File: config.mk
export PLATFORM = sky130hd
export DESIGN_NAME = config_scheduler
export DESIGN_NICKNAME = d
export VERILOG_FILES = /design/src/rtl/config_scheduler.sv
export SDC_FILE = /design/constraint.sdc
export NUM_CORES = 1
export LEC_CHECK = 0
export ABC_AREA = 1
export BUFFER_PORTS_ARGS = -buffer_cell sky130_fd_sc_hd__buf_2
export CORE_MARGIN = 5
export CORE_UTILIZATION = 59
export DETAILED_ROUTE_END_ITERATION = 12
export HOLD_SLACK_MARGIN = 0.06
export PLACE_DENSITY = 0.83
export SLEW_MARGIN = 25
export SYNTH_ARGS = -nofsm -noshare
export SYNTH_HDL_FRONTEND = slang
export SYNTH_SLANG_ARGS = --single-unit
File: constraint.sdc
create_clock -name clock -period 1.9 [get_ports clock]
set_input_delay 0.57 -clock clock [delete_from_list [all_inputs] [get_ports clock]]
set_output_delay 0.57 -clock clock [all_outputs]
set_load 0.05 [all_outputs]
File: src/rtl/config_scheduler.sv
// config_scheduler: sequences configuration attempts with per-byte timeout, parity retry and bounded attempts.
module config_scheduler #(
    parameter int TIMEOUT_CYCLES = 50000,
    parameter int MAX_TENTATIVAS = 3
) (
    input  logic       clock,
    input  logic       reset,
    input  logic       iniciar,
    input  logic       byte_recebido,
    input  logic       pronto_config,
    input  logic       erro_config,
    output logic       receber_config,
    output logic       limpa_config,
    output logic       ocupado,
    output logic       config_ok,
    output logic       config_falha,
    output logic [1:0] tentativa,
    output logic [2:0] bytes_contados
);
    localparam int TW = (TIMEOUT_CYCLES > 1) ? $clog2(TIMEOUT_CYCLES) : 1;
    localparam logic [TW-1:0] TIMER_LAST = TW'(TIMEOUT_CYCLES - 1);
    localparam logic [1:0] ULTIMA = 2'(MAX_TENTATIVAS - 1);

    typedef enum logic [2:0] {
        OCIOSO  = 3'd0,
        DISPARA = 3'd1,
        AGUARDA = 3'd2,
        LIMPA   = 3'd3,
        REPETE  = 3'd4,
        SUCESSO = 3'd5,
        FALHA   = 3'd6
    } estado_t;

    estado_t       estado_q, estado_d;
    logic [TW-1:0] timer_q, timer_d;
    logic [1:0]    tent_q, tent_d;
    logic [2:0]    bytes_q, bytes_d;
    logic          receber_q, limpa_q, ocupado_q, ok_q, falha_q;

    always_comb begin
        estado_d = estado_q;
        timer_d  = timer_q;
        tent_d   = tent_q;
        bytes_d  = bytes_q;
        case (estado_q)
            OCIOSO, SUCESSO, FALHA: begin
                if (iniciar) begin
                    estado_d = DISPARA;
                    tent_d   = '0;
                end
            end
            DISPARA: begin
                estado_d = AGUARDA;
                timer_d  = '0;
                bytes_d  = '0;
            end
            AGUARDA: begin
                // completion beats a byte, and a byte beats the timeout on the same cycle
                if (pronto_config) begin
                    estado_d = erro_config ? REPETE : SUCESSO;
                end else if (byte_recebido) begin
                    timer_d = '0;
                    bytes_d = (bytes_q == 3'd5) ? bytes_q : bytes_q + 3'd1;
                end else if (timer_q == TIMER_LAST) begin
                    estado_d = LIMPA;
                end else begin
                    timer_d = timer_q + 1'b1;
                end
            end
            LIMPA: estado_d = REPETE;
            REPETE: begin
                if (tent_q == ULTIMA) begin
                    estado_d = FALHA;
                end else begin
                    estado_d = DISPARA;
                    tent_d   = tent_q + 2'd1;
                end
            end
            default: estado_d = OCIOSO;
        endcase
    end

    // outputs are registered copies of the next-state decode, so they track the state exactly
    always_ff @(posedge clock or negedge reset) begin
        if (!reset) begin
            estado_q  <= OCIOSO;
            timer_q   <= '0;
            tent_q    <= '0;
            bytes_q   <= '0;
            receber_q <= 1'b0;
            limpa_q   <= 1'b0;
            ocupado_q <= 1'b0;
            ok_q      <= 1'b0;
            falha_q   <= 1'b0;
        end else begin
            estado_q  <= estado_d;
            timer_q   <= timer_d;
            tent_q    <= tent_d;
            bytes_q   <= bytes_d;
            receber_q <= (estado_d == DISPARA);
            limpa_q   <= (estado_d == LIMPA);
            ocupado_q <= (estado_d inside {DISPARA, AGUARDA, LIMPA, REPETE});
            ok_q      <= (estado_d == SUCESSO);
            falha_q   <= (estado_d == FALHA);
        end
    end

    assign receber_config = receber_q;
    assign limpa_config   = limpa_q;
    assign ocupado        = ocupado_q;
    assign config_ok      = ok_q;
    assign config_falha   = falha_q;
    assign tentativa      = tent_q;
    assign bytes_contados = bytes_q;
endmodule

---- Word-level counts from Yosys, hierarchy flattened ----
Index checks and enable logic that the tools add are counted.
Widths: inputs -> output; s select.
word-level totals
  register bits after elaboration ......... 29
  latch bits .............................. 0
  RAM bits ................................ 0
  bits in read-only memories .............. 0
  input bits .............................. 6
  output and inout port bits .............. 10
  logic and storage cells ................. 59
  memories kept ........................... 0
cells by class
  $add $sub $neg .......................... 3
  $mul .................................... 0
  divide/modulo/power cells ............... 0
  $lt $le $gt $ge ......................... 0
  eq/ne operators ......................... 21
  shift-type cells ........................ 0
  mux-type cells .......................... 18
  bitwise gates (word level) .............. 0
  reductions and logical operators ........ 8
operators by type and width
  cell                   count
  $mux 16                3
  $pmux 16 s2            1
  $mux 3                 8
  $eq 3x3->1 const B     7
  $add 16x1->16 const B  1
  $eq 16x16->1 const B   1
  $pmux 3 s5             1
  $eq 3x2->1 const B     4
  $ne 2x2->1 const B     5
  $eq 3x1->1 const B     2
  $pmux 3 s2             1
  $reduce_and 3->1       2
  $mux 2                 2
  $pmux 2 s2             1
  $reduce_and 4->1       1
  $reduce_bool 2->1      2
  $reduce_bool 4->1      1
  $add 3x1->3 const B    1
  $logic_not 3->1        1
  $ne 3x3->1 const B     1
  $reduce_or 3->1        1
  $add 2x1->2 const B    1
  $eq 2x2->1 const B     1
  $mux 1                 1

---- Longest topological paths before layout ----
Gate-level depths: netlist of run 1.
  depth after elaboration ................. 7
  mapped depth ............................ 11

---- Least setup slack after synthesis of run 1 ----
No wires, ideal clock.
  kind .................................... reg-to-reg
  start ................................... register timer_q[0]
  end ..................................... register timer_q[14]
  library setup time ...................... 0.117 ns
  data arrival time ....................... 1.471 ns
  data required time ...................... 1.783 ns
  slack ................................... 0.312 ns
  cell stages (with the launch flop) ...... 11
  clock period less this slack ............ 1.588 ns
  cells stage by stage .................... dfrtp_1 ha_1 nand3_1 clkinv_1 nand3_1 nand2_2 nand2_4 inv_8 buf_12 nand2_2 o21ai_2
between the ends
  longest elaborated chain between the ends .. 5
  elaborated cells between the ends (all ways) .. 8
  classes of those cells .................. 1 x add/sub; 2 x eq/ne; 4 x mux; 1 x reduce/logical
ends and longest elaborated chain
  element                 RTL line  source
  start, declared         35        logic [TW-1:0] timer_q, timer_d;
  start signal, assigned  97        timer_q <= timer_d;
  $add 16x1->16           67        timer_d = timer_q + 1'b1;
  $mux 16                 64        end else if (timer_q == TIMER_LAST) begin
  $mux 16                 61        end else if (byte_recebido) begin
  $mux 16                 59        if (pronto_config) begin
  $pmux 16 s2             45        case (estado_q)
Parallel ways exist; a longest one is shown, timed or not. The select of a mux whose other input is x is not followed.
A chain may end at the register's enable or synchronous reset.

---- Final worst setup path of run 1 ----
  start ................................... register timer_q[0]
  end ..................................... register timer_q[13]
Same word-level chain as after synthesis.

==> flow_summary.toml, run 1 <==
[grt]
grt-busiest-layer = "met2"
grt_use_total_pct = 20.26
grt_pass1_vias = 1529
gr-usage-met3_pct = 5.734
grt_util_met1_pct = 27.23
antenna_found_initial = 0
grt_max_degree = 30
overflow = 0
grt_pass1_wl_um = 6858
use_met2_pct = 31.06

[drt]
viasPerCell = 5.290
wl_per_cell_um = 12.09
dr.pass1.iters = 4
drc_errors = 0
vias = 1698
drtIter0Drc = 133
routed_wl_um = 3881
ant_nets = 0

[clock_tree]
htreeDepth = 2
cts_made_buffers = 5
cts.sinks = 29
clockBufferDepth = 2
cts_tree = "done"
insertion_delay_ns = 0.34
cts_setup_buffers = 0
cts_root_buf = "clkbuf_4"
holdBufCountCts = 0
cts.repair.resized = 0
clk_pin_slew_ns = 0.09

[critical_path]
crit_required_ns = 2.12
r2r_slack_ns = 0.20
path_cells = "ha_1 -> nand3_1 -> inv_2 -> nand3_1 -> nand2_2 -> nand2_4 -> inv_8 -> o21ai_0"
crit_slowest_cell = "dfrtp_1"
crit_type = "flop to flop"
crit_fanout = 19
end_kind = "flop"
slowest_delay_ns = 0.40
arrival_ns = 1.92
r2r-start = "timer_q[0]"
crit_path_start_kind = "flop"
reg2reg_to = "timer_q[13]"
cpMostUsedCell = "nand3_1"
worstRegToRegCells = 8

[yosys]
ys.warnings.count = 0
ys_dominant_reg_cell = "dfrtp_1"
synth.most_common_cell = "nand2_1"
synthSimpleGateAreaFrac_pct = 38.69
ys_ff_latch = 29
synth_top_cells_by_area = "dfrtp_1 38%, nand2_1 14%, nand3_1 6.5%"
synthAdderAreaFrac_pct = 2.614
synth_top_family_by_area = "simple AND/OR/NAND/NOR gates"
syn_nets = 270
synth_edf_count = 0
avgSynthCellArea_um2 = 7.363
ys_seq_area_share_pct = 37.91
syn_inst = 260
synth_top_area_share_pct = 37.91
synthArstFlopShare_pct = 100.0
synthTopCellsByCount = "72 x nand2_1, 29 x dfrtp_1, 29 x nor2_1, 27 x inv_1, 25 x nand3_1"
synth_area_mm2 = 0.001914
synthXorXnorAreaFrac_pct = 2.745
yosysTopAreaCell = "dfrtp_1"
ys_types = 31
muxShareOfSynthArea_pct = 0
synth-compound-area-share_pct = 7.124

[die]
die_w_um = 66.96
die_area_mm2 = 0.004484
dieHeight_um = 66.96
core-area_mm2 = 0.003078
ioPinCount = 16
rows = 20
initial_core_util_pct = 62.20

[placed_design]
gp_congestion = 0.8842
dpl.hpwl_um = 2886
pre_cts_slack_ns = 0.1427
portBuffers = 15
dp_cells = 313

[sta]
setup_tns_ns = 0
tightest_slew_ns = 0.6265
rsz0062_at_grt = "no"
fin_crit_sh_pct = 89.43
relSlewSlack_pct = 58.23
hold_viol_final = 0
slew_violations = 0
period_needed_ns = 1.699
layout_setup_ws_ns = 0.2008
finalClockSkew_ns = 0.009050
fmax_ghz = 0.5885
hold_slack_ns = 0.2373
setup_violations = 0

[layout]
area_growth_pct = 6.274
seqCellArea_um2 = 725.7
multi_input_area_um2 = 979.7
drive_above_1_share_pct = 15.88
nNetsFinal = 286
antenna_cells = 0
fin_cells = 321
fill_cells = 296

[pwr]
total_leakage_power_nw = 0.9758
power_density_mw_per_mm2 = 1131
power.total_mw = 2.301
peakVddDrop_v = 0.0006241

[min_path]
min-delay-path-class = "input pin to asynchronous set/reset pin"

[job]
cap_violations = 0

[outcome]
status = "complete, no violations"
==> registers in the layout, indices dropped and copies added, names as in the netlist <==
signal,cells
bytes_contados,3
estado_q,3
receber_config,1
limpa_config,1
config_falha,1
timer_q,16
config_ok,1
tentativa,2
ocupado,1
==> worst max-delay path by stage <==
stage	endpoint	from	slack (ns)	cells past startpoint
floorplan	timer_q[14]	timer_q[0]	0.31	10
global placement	timer_q[13]	byte_recebido	0.22	9
detailed placement	timer_q[13]	timer_q[0]	0.14	9
CTS	timer_q[13]	timer_q[0]	0.13	8
global route	timer_q[13]	timer_q[0]	0.06	8
finish	timer_q[13]	timer_q[0]	0.20	8
==> layer usage <==
layer,vias up,wire length (um)
met1,764,1868
met5,-,0
met3,9,197
li1,875,-
met2,50,1739
met4,0,76
==> logic make-up after synthesis <==
family	after synthesis
flops	29
buf+inv	40
compound gates	20
fa+ha+maj	4
xor+xnor	6
simple gates	161
==> layout make-up <==
| class | instances | share of cell area, % |
|---|---|---|
| inverters | 32 | 6.519 |
| clock buffers | 6 | 2.030 |
| flip-flops and latches | 29 | 35.67 |
| well taps | 44 | 2.706 |
| repair buffers | 17 | 4.428 |
| multi-input cells | 191 | 48.16 |
| clock inverters | 2 | 0.4920 |
==> placed cells by master (no fill, tap or decap), drive strengths merged <==
cell type  Yosys  routed
xnor2          3       3
ha             4       4
a31oi          1       1
o21bai         2       2
buf            8      17
nand3b         1       1
clkinv         2       3
o21ai         17      17
nor3           7       7
nand4         19      19
clkbuf         0       6
nand3         25      25
nand2         76      76
dfrtp         29      29
inv           30      31
nor2          32      32
or2            1       1
xor2           3       3
==> power by group <==
part | total, mW | switching [mW] | internal [mW] | leakage (nW)
clock | 0.355 | 0.215 | 0.140 | 0.0320
sequential | 0.819 | 0.0977 | 0.721 | 0.394
combinational | 1.13 | 0.861 | 0.266 | 0.550
total | 2.30 | 1.17 | 1.13 | 0.976
==> critical path, delay by kind of cell (launching register included) <==
kind,cells,cell delay [ns]
compound gates,1,0.10
fa+ha+maj,1,0.27
simple gates,4,0.50
flops,1,0.40
buf+inv,2,0.30
==> per-stage QoR <==
step	utilization [%]	instance area [um^2]
global placement	64.43	1983
finish	66.10	2034
global route	66.10	2034
detailed placement	64.43	1983
floorplan	-	1914
CTS	66.10	2034
(Power assumes the default switching activity.)
==> inputs of run 2 (changes only) <==
--- a/config.mk
+++ b/config.mk
@@ -7,11 +7,13 @@
 export LEC_CHECK = 0
 export ABC_AREA = 1
 export BUFFER_PORTS_ARGS = -buffer_cell sky130_fd_sc_hd__buf_2
+export CORE_ASPECT_RATIO = 1.1
 export CORE_MARGIN = 5
-export CORE_UTILIZATION = 59
+export CORE_UTILIZATION = 62
+export CTS_BUF_LIST = sky130_fd_sc_hd__clkbuf_4
 export DETAILED_ROUTE_END_ITERATION = 12
 export HOLD_SLACK_MARGIN = 0.06
-export PLACE_DENSITY = 0.83
+export PLACE_DENSITY = 0.86
 export SLEW_MARGIN = 25
 export SYNTH_ARGS = -nofsm -noshare
 export SYNTH_HDL_FRONTEND = slang
==> run 2 against run 1 <==
  * Cell area up 0.37%
  * Clock power down 3%
  * Critical endpoint unchanged
  * Routed wire length up 2.9%
  * Highest routed layer unchanged
  * Hold slack better by 0.036 ns
==> flow_summary.toml, run 2 (synthesis results as in run 1) <==
[outcome]
status = "complete, no violations"

[layout]
layout_commonest_cell = "nand2_1"
final_core_util_pct = 67.58
antenna_cells = 0
drive_above_1_share_pct = 16.13
largest_reg_flops = 16
area_growth_pct = 6.667
mostFrequentLayoutCells = "72 x nand2_1, 29 x nor2_1, 29 x dfrtp_1"
largest_register = "timer_q"
nNetsFinal = 289

[clock_tree]
clk_pin_slew_ns = 0.09
htreeDepth = 2
clockBufferDepth = 2
cts_setup_buffers = 0
holdBufCountCts = 0
insertion_delay_ns = 0.32
cts.repair.resized = 0
cts_root_buf = "clkbuf_4"
cts_made_buffers = 5
cts_tree = "done"
cts.sinks = 29

[sta]
tightest_slew_ns = 0.6497
hold_viol_final = 0
setup_violations = 0
hold_slack_ns = 0.2730
finalClockSkew_ns = 0.006695
fin_crit_sh_pct = 84.79
layout_setup_ws_ns = 0.2889
setup_tns_ns = 0
period_needed_ns = 1.611
slew_violations = 0
rsz0062_at_grt = "no"
fmax_ghz = 0.6207
relSlewSlack_pct = 56.69

[critical_path]
crit_start = "timer_q[0]"
arrival_ns = 1.85
crit_path_start_kind = "flop"
crit_fanout = 19
r2r-start = "timer_q[0]"
crit_type = "flop to flop"
crit_required_ns = 2.14
end_kind = "flop"

[die]
dieHeight_um = 68.28
ioPinCount = 16
rows = 21
core-area_mm2 = 0.003022
initial_core_util_pct = 63.35
die_w_um = 62.98
die_area_mm2 = 0.004300

[job]
cap_violations = 0

[drt]
viasPerCell = 5.594
met3_length_um = 233
dr.pass1.iters = 5
m1WireLength_um = 1717
wl_met2_um = 1968
top_layer = "met4"
vias = 1751
wl_per_cell_um = 12.75
ant_nets = 0
routed_wl_um = 3992
drtIter0Drc = 100
drc_errors = 0

[pwr]
total_leakage_power_nw = 0.9830
power.total_mw = 2.306
power_density_mw_per_mm2 = 1129
peakVddDrop_v = 0.0008206

[grt]
grt_pass1_wl_um = 7134
grt_pass1_vias = 1630
grt_max_degree = 30
grt_use_total_pct = 21.09
antenna_found_initial = 0
overflow = 0

[placed_design]
pre_cts_slack_ns = 0.1935
gp_congestion = 0.9080
portBuffers = 15
dpl.hpwl_um = 3015

[min_path]
min-delay-path-class = "input pin to asynchronous set/reset pin"
==> run 2: area by class of cell <==
| cell class | instances | area (um^2) |
|---|---|---|
| multi-input combinational | 191 | 979.7 |
| fill | 260 | 979.7 |
| sequential | 29 | 725.7 |
| inverter | 32 | 132.6 |
| timing repair buffer | 20 | 112.6 |
| clock buffer | 6 | 45.04 |
| tap | 34 | 42.54 |
| clock inverter | 1 | 3.754 |
==> run 2: per-stage QoR <==
step | cells | cell area [um^2]
2_1_floorplan | 260 | 1914
6_report | 313 | 2042
4_1_cts | 313 | 2042
3_3_place_gp | 306 | 1993
5_1_grt | 313 | 2042
3_5_place_dp | 306 | 1993
==> run 2: worst paths after layout <==
| check | to | slack [ns] | cells past startpoint |
|---|---|---|---|
| max in group asynchronous | receber_config | 1.20 | 1 |
| hold reg to reg | tentativa[0] | 0.53 | 1 |
| hold / removal | timer_q[4] | 0.27 | 1 |
| setup reg to reg | timer_q[13] | 0.29 | 8 |
| min in group clock | tentativa[0] | 0.53 | 1 |
| setup / recovery | timer_q[13] | 0.29 | 8 |
==> run 2: where the power goes <==
group | internal (mW) | switching, mW | leakage, nW | total (mW)
registers | 0.721 | 0.106 | 0.394 | 0.827
clock network | 0.148 | 0.195 | 0.0292 | 0.343
logic | 0.267 | 0.869 | 0.560 | 1.14
==> run 2: metal layers <==
layer | vias to the layer above | global-route usage [%]
met3 | 8 | 4.926
met4 | 0 | 10.88
li1 | 885 | -
met5 | - | 0
met1 | 808 | 25.49
met2 | 50 | 35.38
==> run 2: worst max-delay path, cell delays in order (launching register included) <==
cell,delay [ns]
dfrtp_1,0.43
ha_1,0.23
nand3_1,0.12
clkinv_1,0.12
nand3_1,0.11
nand2_2,0.06
nand2_4,0.17
inv_8,0.10
o21ai_0,0.18
==> inputs of run 3 (changes only) <==
--- a/config.mk
+++ b/config.mk
@@ -9,11 +9,11 @@
 export BUFFER_PORTS_ARGS = -buffer_cell sky130_fd_sc_hd__buf_2
 export CORE_ASPECT_RATIO = 1.1
 export CORE_MARGIN = 5
-export CORE_UTILIZATION = 62
+export CORE_UTILIZATION = 56
 export CTS_BUF_LIST = sky130_fd_sc_hd__clkbuf_4
 export DETAILED_ROUTE_END_ITERATION = 12
 export HOLD_SLACK_MARGIN = 0.06
-export PLACE_DENSITY = 0.86
+export PLACE_DENSITY = 0.82
 export SLEW_MARGIN = 25
 export SYNTH_ARGS = -nofsm -noshare
 export SYNTH_HDL_FRONTEND = slang
==> constraint.sdc (replaced) <==
create_clock -name clock -period 1.47 [get_ports clock]
set_input_delay 0.441 -clock clock [delete_from_list [all_inputs] [get_ports clock]]
set_output_delay 0.441 -clock clock [all_outputs]
set_load 0.05 [all_outputs]
==> run 3 against run 2 <==
  * The run now ends with negative setup slack left
  * Largest power group unchanged
  * Routed wire length increased by 49%
  * Largest cell class unchanged
  * Utilization increased by 9.6 points
  * Count of clock-buffer cells in the layout increased by 1
==> flow_summary.toml, run 3 (synthesis results as in run 1) <==
[sta]
finalClockSkew_ns = 0.01156
setup_violations = 20
slew_violations = 0
rsz0062_at_grt = "yes"
hold_viol_final = 0
period_needed_ns = 1.576
setup_tns_ns = -0.7231
fin_crit_sh_pct = 107.2
fmax_ghz = 0.6346
tightest_slew_ns = 0.3874
layout_setup_ws_ns = -0.1059
relSlewSlack_pct = 74.08

[critical_path]
crit_fanout = 6
reg2reg_to = "bytes_contados[2]"
crit_slowest_cell = "dfrtp_2"
path_buf_inv = 2
r2r-start = "estado_q[1]"
end_kind = "flop"
crit_family = "flip-flops"
slowest_delay_ns = 0.45
crit_end = "bytes_contados[2]"
path_cells = "inv_2 -> nor2_4 -> nand2_4 -> clkinvlp_4 -> a31oi_4 -> nand2_2 -> nand2_1 -> o21ai_1"
crit_start = "estado_q[1]"
worstRegToRegCells = 8
crit_type = "flop to flop"
cp.depth = 8
r2r_slack_ns = -0.11
arrival_ns = 1.80
crit_required_ns = 1.69
crit_path_start_kind = "flop"

[clock_tree]
insertion_delay_ns = 0.33
cts.sinks = 29
clk_pin_slew_ns = 0.09
htreeDepth = 2
cts_tree = "done"
holdBufCountCts = 0
clockBufferDepth = 2
cts_made_buffers = 5
cts_root_buf = "clkbuf_4"

[grt]
grt_pass1_vias = 1715
grt_use_total_pct = 21.46
antenna_found_initial = 0
grt_max_degree = 30
overflow = 0
grt_pass1_wl_um = 7783

[layout]
nNetsFinal = 328
final_cell_area_mm2 = 0.002571
area_growth_pct = 34.31
largest_register = "timer_q"
largest_reg_flops = 16
mostFrequentLayoutCells = "63 x nand2_1, 41 x buf_4, 26 x inv_1"
drive_above_1_share_pct = 38.56
layout_commonest_cell = "nand2_1"
fill_cells = 215
antenna_cells = 0

[die]
dieHeight_um = 71.32
initial_core_util_pct = 57.48
die_w_um = 65.75
ioPinCount = 16
core-area_mm2 = 0.003331
rows = 22
die_area_mm2 = 0.004689

[pwr]
p_int_mw = 1.966
pwr-share-clk_pct = 12.2
pwr-share-seq_pct = 26.4
peakVddDrop_v = 0.001195
p_switching_mw = 2.068
total_leakage_power_nw = 1.203
power_density_mw_per_mm2 = 1569
netSwitchingFraction_pct = 51.26
comb_power_share_pct = 61.4

[job]
cap_violations = 0

[placed_design]
post_dp_cell_area_mm2 = 0.002217
portBuffers = 15
dpl.hpwl_um = 3379
gp_congestion = 0.9435

[drt]
drtIter0Drc = 284
dr.pass1.iters = 5
drc_errors = 0
wl_per_cell_um = 16.26
viasPerCell = 5.684
routed_wl_um = 5968
ant_nets = 0
vias = 2086

[outcome]
violations = "negative setup slack"
status = "finished, violations left"

[min_path]
min-delay-path-class = "input pin to asynchronous set/reset pin"
run 3: timing repair:
action / in CTS / in global routing
gates resized for setup: 5 / 48
gates cloned: 0 / 3
setup buffers: 0 / 10
pin swaps: 1 / 11
endpoints found under the setup margin: 8 / 25
run 3: power by group through the flow:
stage / clock network (mW) / registers (mW) / logic [mW]
floorplan: 0 / 1.34 / 1.05
global placement: 0 / 1.06 / 1.66
detailed placement: 0 / 1.06 / 1.71
CTS: 0.501 / 1.04 / 1.79
global route: 0.548 / 1.08 / 2.61
finish: 0.492 / 1.07 / 2.48
run 3: worst reg2reg max path, cell delays in order, from the launching register on:
cell and delay [ns]:
dfrtp_2 0.45, inv_2 0.10, nor2_4 0.05, nand2_4 0.12
clkinvlp_4 0.20, a31oi_4 0.26, nand2_2 0.12, nand2_1 0.10
o21ai_1 0.08
run 3: routing by layer:
metal  part of all wire [%]  track usage [%]  routed length (um)  up-vias
li1                       -                -                   -      966
met1                     36            26.69                2140      950
met2                     50            35.19                3010      143
met3                    8.9            4.389                 529       27
met4                    4.8            10.37                 288        0
met5                      0                0                   0        -
run 3: through the flow:
stage / utilization [%] / power (mW) / setup WS (ns) / instances / hold slack [ns]
finish: 77.20 / 4.034 / -0.1059 / 367 / 0.1006
global route: 77.20 / 4.246 / -0.1511 / 367 / 0.1110
CTS: 68.82 / 3.333 / 0.001782 / 354 / 0.1022
detailed placement: 66.57 / 2.767 / -0.07536 / 346 / 0.4663
global placement: 66.57 / 2.717 / -0.01058 / 346 / 0.4647
floorplan: - / 2.391 / 0.002017 / 260 / 0.1454
run 3: worst min path at each step:
stage                     slack (ns)           endpoint  cells past startpoint  start
after floorplan                 0.15  bytes_contados[0]                      0  reset
after global placement          0.46         timer_q[4]                      2  reset
after detailed placement        0.47         timer_q[4]                      2  reset
after CTS                       0.10         timer_q[3]                      2  reset
after global routing            0.11         timer_q[3]                      2  reset
final                           0.10         timer_q[3]                      2  reset
run 3: final cells by class:
type	count	area, um^2	area share [%]
Timing Repair inverter	2	20.02	0.7786
Multi-Input combinational cell	192	1149	44.67
Tap cell	48	60.06	2.336
Clock inverter	1	3.754	0.1460
Inverter	32	143.9	5.596
Sequential cell	29	733.2	28.52
Timing Repair Buffer	56	409.1	15.91
Clock buffer	7	52.55	2.044
